<file path="src/rtl/ps2_host_tx_pkg.sv">
// Shared PS/2 host-transmit definitions: command bytes, device replies, FSM encoding.
package ps2_host_tx_pkg;
  localparam logic [7:0] CMD_LED    = 8'hED;
  localparam logic [7:0] CMD_RESET  = 8'hFF;
  localparam logic [7:0] CMD_ENABLE = 8'hF4;
  localparam logic [7:0] CMD_RATE   = 8'hF3;
  localparam logic [7:0] DEV_ACK    = 8'hFA;
  localparam logic [7:0] DEV_RESEND = 8'hFE;
  localparam logic [7:0] DEV_BAT_OK = 8'hAA;

  typedef enum logic [2:0] {
    S_IDLE, S_INHIBIT, S_REQ, S_SHIFT, S_ACK, S_WAIT_REL
  } state_t;

  function automatic logic odd_parity(input logic [7:0] d);
    return ~^d;
  endfunction
endpackage

</file>
<file path="src/rtl/ps2_host_tx_if.sv">
// Command request plus open-drain PS/2 pin bundle between the host transmitter and its user.
interface ps2_host_tx_if;
  logic [7:0] tx_data;
  logic       tx_valid, tx_ready;
  logic       ps2clk, ps2dat, ps2clk_oe, ps2dat_oe;
  logic       busy, rx_inhibit, done, ack_err, timeout_err;

  modport master (
    output tx_data, tx_valid, ps2clk, ps2dat,
    input  tx_ready, ps2clk_oe, ps2dat_oe, busy, rx_inhibit, done, ack_err, timeout_err
  );
  modport slave (
    input  tx_data, tx_valid, ps2clk, ps2dat,
    output tx_ready, ps2clk_oe, ps2dat_oe, busy, rx_inhibit, done, ack_err, timeout_err
  );
endinterface

</file>
<file path="src/rtl/ps2_host_tx_sync_edge.sv">
// Two-flop synchroniser for a raw PS/2 line plus falling-edge strobe on the synced value.
module ps2_host_tx_sync_edge (
  input  logic clk,
  input  logic reset,
  input  logic i_pin,
  output logic o_sync,
  output logic o_fall
);
  logic [1:0] r_meta;
  logic       r_prev;

  // Idle PS/2 lines float high, so reset to 1 to avoid a false fall.
  always_ff @(posedge clk or posedge reset)
    if (reset) begin
      r_meta <= 2'b11;
      r_prev <= 1'b1;
    end else begin
      r_meta <= {r_meta[0], i_pin};
      r_prev <= r_meta[1];
    end

  assign o_sync = r_meta[1];
  assign o_fall = r_prev & ~r_meta[1];
endmodule

</file>
<file path="src/rtl/ps2_host_tx.sv">
// PS/2 host-to-device byte transmitter: inhibit, request-to-send, clocked-out bits, ack check.
module ps2_host_tx
  import ps2_host_tx_pkg::*;
#(
  parameter int INHIBIT_CYCLES = 2500,
  parameter int START_TIMEOUT  = 375000,
  parameter int BIT_TIMEOUT    = 50000
) (
  input logic         clk,
  input logic         reset,
  ps2_host_tx_if.slave bus
);
  localparam int MAX_A   = (START_TIMEOUT > BIT_TIMEOUT) ? START_TIMEOUT : BIT_TIMEOUT;
  localparam int CNT_MAX = (MAX_A > INHIBIT_CYCLES) ? MAX_A : INHIBIT_CYCLES;
  localparam int CW      = $clog2(CNT_MAX + 1);

  logic w_clk_sync, w_clk_fall, w_adv;
  logic [1:0] r_dat_meta;

  ps2_host_tx_sync_edge u_clk_sync (
    .clk    (clk),
    .reset  (reset),
    .i_pin  (bus.ps2clk),
    .o_sync (w_clk_sync),
    .o_fall (w_clk_fall)
  );

  always_ff @(posedge clk or posedge reset)
    if (reset) r_dat_meta <= 2'b11;
    else       r_dat_meta <= {r_dat_meta[0], bus.ps2dat};

  state_t          r_state;
  logic [8:0]      r_sh;
  logic [3:0]      r_nfall;
  logic [CW-1:0]   r_cnt;
  logic            r_ready, r_clk_oe, r_dat_oe, r_done, r_ack_err, r_to_err;

  // Event that moves a device-clocked state forward; its absence runs the timeout.
  always_comb begin
    w_adv = 1'b0;
    case (r_state)
      S_SHIFT, S_ACK: w_adv = w_clk_fall;
      S_WAIT_REL:     w_adv = w_clk_sync & r_dat_meta[1];
      default:        w_adv = 1'b0;
    endcase
  end

  always_ff @(posedge clk or posedge reset)
    if (reset) begin
      r_state   <= S_IDLE;
      r_sh      <= '0;
      r_nfall   <= '0;
      r_cnt     <= '0;
      r_ready   <= 1'b0;
      r_clk_oe  <= 1'b0;
      r_dat_oe  <= 1'b0;
      r_done    <= 1'b0;
      r_ack_err <= 1'b0;
      r_to_err  <= 1'b0;
    end else begin
      r_done <= 1'b0;
      case (r_state)
        S_IDLE: begin
          r_ready <= 1'b1;
          if (bus.tx_valid && r_ready) begin
            r_sh      <= {odd_parity(bus.tx_data), bus.tx_data};
            r_ack_err <= 1'b0;
            r_to_err  <= 1'b0;
            r_ready   <= 1'b0;
            r_clk_oe  <= 1'b1;
            r_cnt     <= CW'(INHIBIT_CYCLES - 1);
            r_state   <= S_INHIBIT;
          end
        end
        S_INHIBIT:
          if (r_cnt == '0) begin
            r_dat_oe <= 1'b1;
            r_state  <= S_REQ;
          end else r_cnt <= r_cnt - 1'b1;
        S_REQ: begin
          r_clk_oe <= 1'b0;
          r_nfall  <= '0;
          r_cnt    <= CW'(START_TIMEOUT);
          r_state  <= S_SHIFT;
        end
        S_SHIFT, S_ACK, S_WAIT_REL:
          if (!w_adv) begin
            if (r_cnt == '0) begin
              r_clk_oe <= 1'b0;
              r_dat_oe <= 1'b0;
              r_done   <= 1'b1;
              r_to_err <= 1'b1;
              r_ready  <= 1'b1;
              r_state  <= S_IDLE;
            end else r_cnt <= r_cnt - 1'b1;
          end else begin
            r_cnt <= CW'(BIT_TIMEOUT);
            case (r_state)
              S_SHIFT: begin
                // Shifting in ones makes the 10th fall present the stop bit (line released).
                r_dat_oe <= ~r_sh[0];
                r_sh     <= {1'b1, r_sh[8:1]};
                r_nfall  <= r_nfall + 4'd1;
                if (r_nfall == 4'd9) r_state <= S_ACK;
              end
              S_ACK: begin
                r_ack_err <= r_dat_meta[1];
                r_state   <= S_WAIT_REL;
              end
              default: begin
                r_done  <= 1'b1;
                r_ready <= 1'b1;
                r_state <= S_IDLE;
              end
            endcase
          end
        default: r_state <= S_IDLE;
      endcase
    end

  assign bus.tx_ready    = r_ready;
  assign bus.ps2clk_oe   = r_clk_oe;
  assign bus.ps2dat_oe   = r_dat_oe;
  assign bus.busy        = (r_state != S_IDLE);
  assign bus.rx_inhibit  = (r_state != S_IDLE);
  assign bus.done        = r_done;
  assign bus.ack_err     = r_ack_err;
  assign bus.timeout_err = r_to_err;
endmodule

</file>
<file path="src/flat_wrapper.sv">
// flat-port wrapper written by rule: the top's interface ports become plain ports
module ps2_host_tx_flat import ps2_host_tx_pkg::*;
#(
  parameter int INHIBIT_CYCLES = 2500,
  parameter int START_TIMEOUT  = 375000,
  parameter int BIT_TIMEOUT    = 50000
)
  (clk, reset, bus_tx_data, bus_tx_valid, bus_ps2clk, bus_ps2dat, bus_tx_ready, bus_ps2clk_oe, bus_ps2dat_oe, bus_busy, bus_rx_inhibit, bus_done, bus_ack_err, bus_timeout_err);
  ps2_host_tx_if bus_i ();
  input logic clk;
  input logic reset;
  input wire logic [$bits(bus_i.tx_data)-1:0] bus_tx_data;
  input wire logic [$bits(bus_i.tx_valid)-1:0] bus_tx_valid;
  input wire logic [$bits(bus_i.ps2clk)-1:0] bus_ps2clk;
  input wire logic [$bits(bus_i.ps2dat)-1:0] bus_ps2dat;
  output wire logic [$bits(bus_i.tx_ready)-1:0] bus_tx_ready;
  output wire logic [$bits(bus_i.ps2clk_oe)-1:0] bus_ps2clk_oe;
  output wire logic [$bits(bus_i.ps2dat_oe)-1:0] bus_ps2dat_oe;
  output wire logic [$bits(bus_i.busy)-1:0] bus_busy;
  output wire logic [$bits(bus_i.rx_inhibit)-1:0] bus_rx_inhibit;
  output wire logic [$bits(bus_i.done)-1:0] bus_done;
  output wire logic [$bits(bus_i.ack_err)-1:0] bus_ack_err;
  output wire logic [$bits(bus_i.timeout_err)-1:0] bus_timeout_err;
  assign bus_i.tx_data = bus_tx_data;
  assign bus_i.tx_valid = bus_tx_valid;
  assign bus_i.ps2clk = bus_ps2clk;
  assign bus_i.ps2dat = bus_ps2dat;
  assign bus_tx_ready = bus_i.tx_ready;
  assign bus_ps2clk_oe = bus_i.ps2clk_oe;
  assign bus_ps2dat_oe = bus_i.ps2dat_oe;
  assign bus_busy = bus_i.busy;
  assign bus_rx_inhibit = bus_i.rx_inhibit;
  assign bus_done = bus_i.done;
  assign bus_ack_err = bus_i.ack_err;
  assign bus_timeout_err = bus_i.timeout_err;
  ps2_host_tx #(.INHIBIT_CYCLES(INHIBIT_CYCLES), .START_TIMEOUT(START_TIMEOUT), .BIT_TIMEOUT(BIT_TIMEOUT)) u_core (.clk(clk), .reset(reset), .bus(bus_i));
endmodule
</file>
<file path="config.mk">
export PLATFORM = sky130hd
export DESIGN_NAME = ps2_host_tx_flat
export DESIGN_NICKNAME = d
export VERILOG_FILES = /design/src/rtl/ps2_host_tx_pkg.sv /design/src/rtl/ps2_host_tx_if.sv /design/src/rtl/ps2_host_tx_sync_edge.sv /design/src/rtl/ps2_host_tx.sv /design/src/flat_wrapper.sv
export SDC_FILE = /design/constraint.sdc
export NUM_CORES = 1
export LEC_CHECK = 0
export ABC_CLOCK_PERIOD_IN_PS = 5900
export BUFFER_PORTS_ARGS = -buffer_cell sky130_fd_sc_hd__clkbuf_2
export CAP_MARGIN = 25
export CORE_MARGIN = 2
export CORE_UTILIZATION = 50
export CTS_BUF_LIST = sky130_fd_sc_hd__clkbuf_2
export DETAILED_ROUTE_END_ITERATION = 6
export HOLD_SLACK_MARGIN = 0.02
export PLACE_DENSITY = 0.68
export SYNTH_ARGS = -nofsm -noshare
export SYNTH_HDL_FRONTEND = slang
export SYNTH_HIERARCHICAL = 1
export SYNTH_SLANG_ARGS = --single-unit
</file>
<file path="constraint.sdc">
create_clock -name clk -period 5.9 [get_ports clk]
set_clock_uncertainty 0.05 [all_clocks]
set_input_delay 1.18 -clock clk [delete_from_list [all_inputs] [get_ports clk]]
set_output_delay 1.18 -clock clk [all_outputs]
set_load 0.05 [all_outputs]
</file>
==> summary.txt <==
Critical path
  – Worst EP required: 4.67 ns
  – CP max stage cell: dfrtp_1
  – WP data arrival: 1.97 ns
  – Worst setup EP type: output pin
  – R2R depth: 7
  – Crit-path max FO: 20
  – CP peak stage delay: 0.66 ns
  – Worst path cell trace: nor3_1 -> inv_1 -> clkbuf_2
  – CP startpoint kind: register
  – WS Path Type: reg2out

Clocking
  – Cts repair resizes: 0
  – CTS max path bufs: 2
  – Clock slew at reported path FFs: 0.25 ns
  – Hold-fix buffers, CTS: 0
  – Clock Latency Late Sink: 0.43 ns
  – Htree depth: 2
  – Clock Sinks: 46
  – Num CTS Buffers: 5
  – Post-CTS setup buffers: 0
  – CTS tree: built
  – CTS root buf: clkbuf_2

Cells and area
  – Fillers: 531
  – Layout cells sized above 1: 18.2%
  – # diodes: 0
  – Layout net count: 335
  – Register area: 1160 um2
  – Multi-input gate area: 1520 um2
  – Commonest non-fill, non-tap cells in the layout: dfrtp_1, nor2_1, a21oi_1
  – Most common cell after layout, fill and taps aside: dfrtp_1
  – Layout area overhead: 5.70%
  – Design Area, Final: 2970 um2

Power
  – Pint: 779 uW
  – Sequential share of power: 38.6%
  – VDD IR max: 219 uV
  – Static leakage: 0.00122 uW
  – Comb pwr share: 52.6%
  – Clock power share: 8.8%
  – Pwr Density: 520 nW/um2
  – Net Sw Frac: 49.6%
  – Switching pwr: 766 uW

Synthesis
  – Post-synthesis cell count: 302
  – Post-synth ARST share: 100%
  – Ys Warns: 6
  – Avg Inst Size Synth: 9.30 um2
  – Synthesized net count: 319
  – Synth Register Bits: 46
  – Synthesized area: 2810 um2
  – Top FF cell, synth: dfrtp_1
  – Post-synth EDFFs: 0
  – Library cells used by synthesis: 70
  – Sequential element share of the synthesized area: 41.2%

Drt
  – Final antenna-violating net count: 0
  – Routed WL: 6430 um
  – Vias/cell: 6.05
  – DR pass1 iterations: 4
  – Iter 0 DRT Violations: 140
  – Remaining DRCs: 0
  – Drt wl/cell: 16.4 um
  – Routed via count: 2365

Min path
  – Worst hold stages: 0
  – Worst hold path type: reg2reg

Flow run
  – Max cap viols: 0

Floorplan
  – Die ar.: 6230 um2
  – Initial core utilization: 51.3%
  – CORE AREA: 5470 um2
  – # IOs: 21
  – Site Rows: 27
  – Die Ht: 79.0 um
  – Die extent in x: 79.0 um

Timing
  – Final worst path period need: 3.20 ns
  – RSZ-0062 raised after global routing: no
  – Max Slew Vio Count: 0
  – Final period util: 54.3%
  – Slew @ Worst Pin: 0.757 ns
  – Post-layout worst setup margin: 2.70 ns
  – Max frequency: 312 MHz
  – Hold Violations, Final: 0
  – Worst Hold Slack: 0.323 ns
  – Finish-stage setup viols: 0
  – Worst slew margin: 49.3%
  – TNS Setup: 0 ns

Global routing
  – Grt peak-use layer: met2
  – GR Layer Usage met3: 3.98%
  – Largest net degree at the start of global routing: 44
  – Overflow left after global routing: 0
  – Number of global-route vias before repair: 2219
  – Total track usage: 21.8%
  – GRT met1 Usage: 29.6%
  – Antenna violations before repair: 0
  – First-pass GRT wire length: 10600 um
  – Met2 Resource Use GR: 35.4%

Placement
  – PortBufs: 20
  – Final RePlAce weighted congestion: 0.833
  – Placed cell area: 2930 um2
  – Dpl hpwl: 4540 um
  – DP Worst Slack: 3.26 ns

Status
  – Status: complete, no violations
[metrics by stage]
step / utilization, % / instances / total power [uW]
after detailed placement: 53.5 / 383 / 1410
after floorplan: - / 302 / 1240
after global routing: 54.3 / 391 / 1670
final: 54.3 / 391 / 1550
after CTS: 54.3 / 391 / 1550
after global placement: 53.5 / 383 / 1390
[state kept, by name, summed over array words and instances (netlist names)]
signal	flops
u_core/bus.ack_err	1
u_core/bus.done	1
u_core/bus.ps2clk_oe	1
u_core/bus.ps2dat_oe	1
u_core/bus.timeout_err	1
u_core/bus.tx_ready	1
u_core/r_cnt	19
u_core/r_dat_meta	2
u_core/r_nfall	4
u_core/r_sh	9
u_core/r_state	3
u_core/u_clk_sync/r_meta	2
u_core/u_clk_sync/r_prev	1
[metal layers]
metal	vias up	wire, um	part of all wire [%]
li1	1136	-	-
met4	0	79	1.2
met5	-	0	0
met3	7	205	3.2
met2	52	3140	49
met1	1170	3000	47
[critical path: cells and delay by family, from the launching register on]
| kind | cells | cell delay (ns) |
|---|---|---|
| buffers and inverters | 2 | 0.44 |
| DFF | 1 | 0.66 |
| and+or+nand+nor | 1 | 0.43 |
[cell families (layout without fill, tap and decap cells)]
logic type	count (synthesis)	count (layout)	synth area share (%)
and+or+nand+nor	116	116	22.8
AOI/OAI and AO/OA	93	93	22.7
DFF	46	46	41.2
buffers and inverters	23	40	4.54
muxes	12	12	4.45
xor gates and xnor gates	8	8	2.49
adders and majority gates	4	4	1.78
[synth_stat cells, types with 3 or more instances]
library cell | n | share of area (%)
a21oi_1 | 28 | 5.0
nand2b_1 | 5 | 1.1
or4_1 | 3 | 0.80
mux2i_1 | 11 | 3.9
buf_2 | 6 | 1.1
xnor2_1 | 7 | 2.2
buf_4 | 3 | 0.80
nand3_1 | 10 | 1.8
o21ai_0 | 17 | 3.0
o211ai_1 | 3 | 0.80
dfrtp_1 | 41 | 37
inv_1 | 9 | 1.2
nand2_1 | 26 | 3.5
a22o_1 | 3 | 0.94
o41ai_1 | 3 | 0.94
nand4_1 | 3 | 0.67
a21o_1 | 4 | 1.1
nor3_1 | 6 | 1.1
nor2_1 | 35 | 4.7
ha_1 | 4 | 1.8
buf_6 | 3 | 1.2
nor4_1 | 3 | 0.67
dfstp_2 | 5 | 4.7
a31oi_1 | 5 | 1.1
[worst paths after layout]
check                                          startpoint                                 end  slack, ns
min in group asynchronous                           reset  u_core/u_clk_sync/r_prev$_DFF_PP1_       0.68
setup reg to reg              u_core/r_cnt[0]$_DFFE_PP0P_    u_core/bus.ps2clk_oe$_DFFE_PP0P_       3.39
hold / removal             u_core/r_dat_meta[0]$_DFF_PP1_      u_core/r_dat_meta[1]$_DFF_PP1_       0.32
setup / recovery            u_core/r_state[0]$_DFFE_PP0P_                      bus_rx_inhibit       2.70
max in group asynchronous                           reset      u_core/r_dat_meta[0]$_DFF_PP1_       4.65
hold reg to reg            u_core/r_dat_meta[0]$_DFF_PP1_      u_core/r_dat_meta[1]$_DFF_PP1_       0.32
[layout make-up]
cell class / instances / share of cell area (%)
clock buffer: 5 / 0.843
clock inverter: 3 / 0.548
inverter: 9 / 1.14
multi-input combinational: 233 / 51.3
sequential: 46 / 39.0
tap: 72 / 3.03
timing repair buffer: 23 / 4.13
[power by group through the flow]
stage | sequential (uW) | clock (uW) | combinational (uW)
after floorplan | 575 | 0 | 666
after detailed placement | 602 | 0 | 810
after CTS | 594 | 141 | 814
after global routing | 620 | 152 | 894
final | 597 | 136 | 812
after global placement | 596 | 0 | 791
Power figures use the tool's default switching activity.
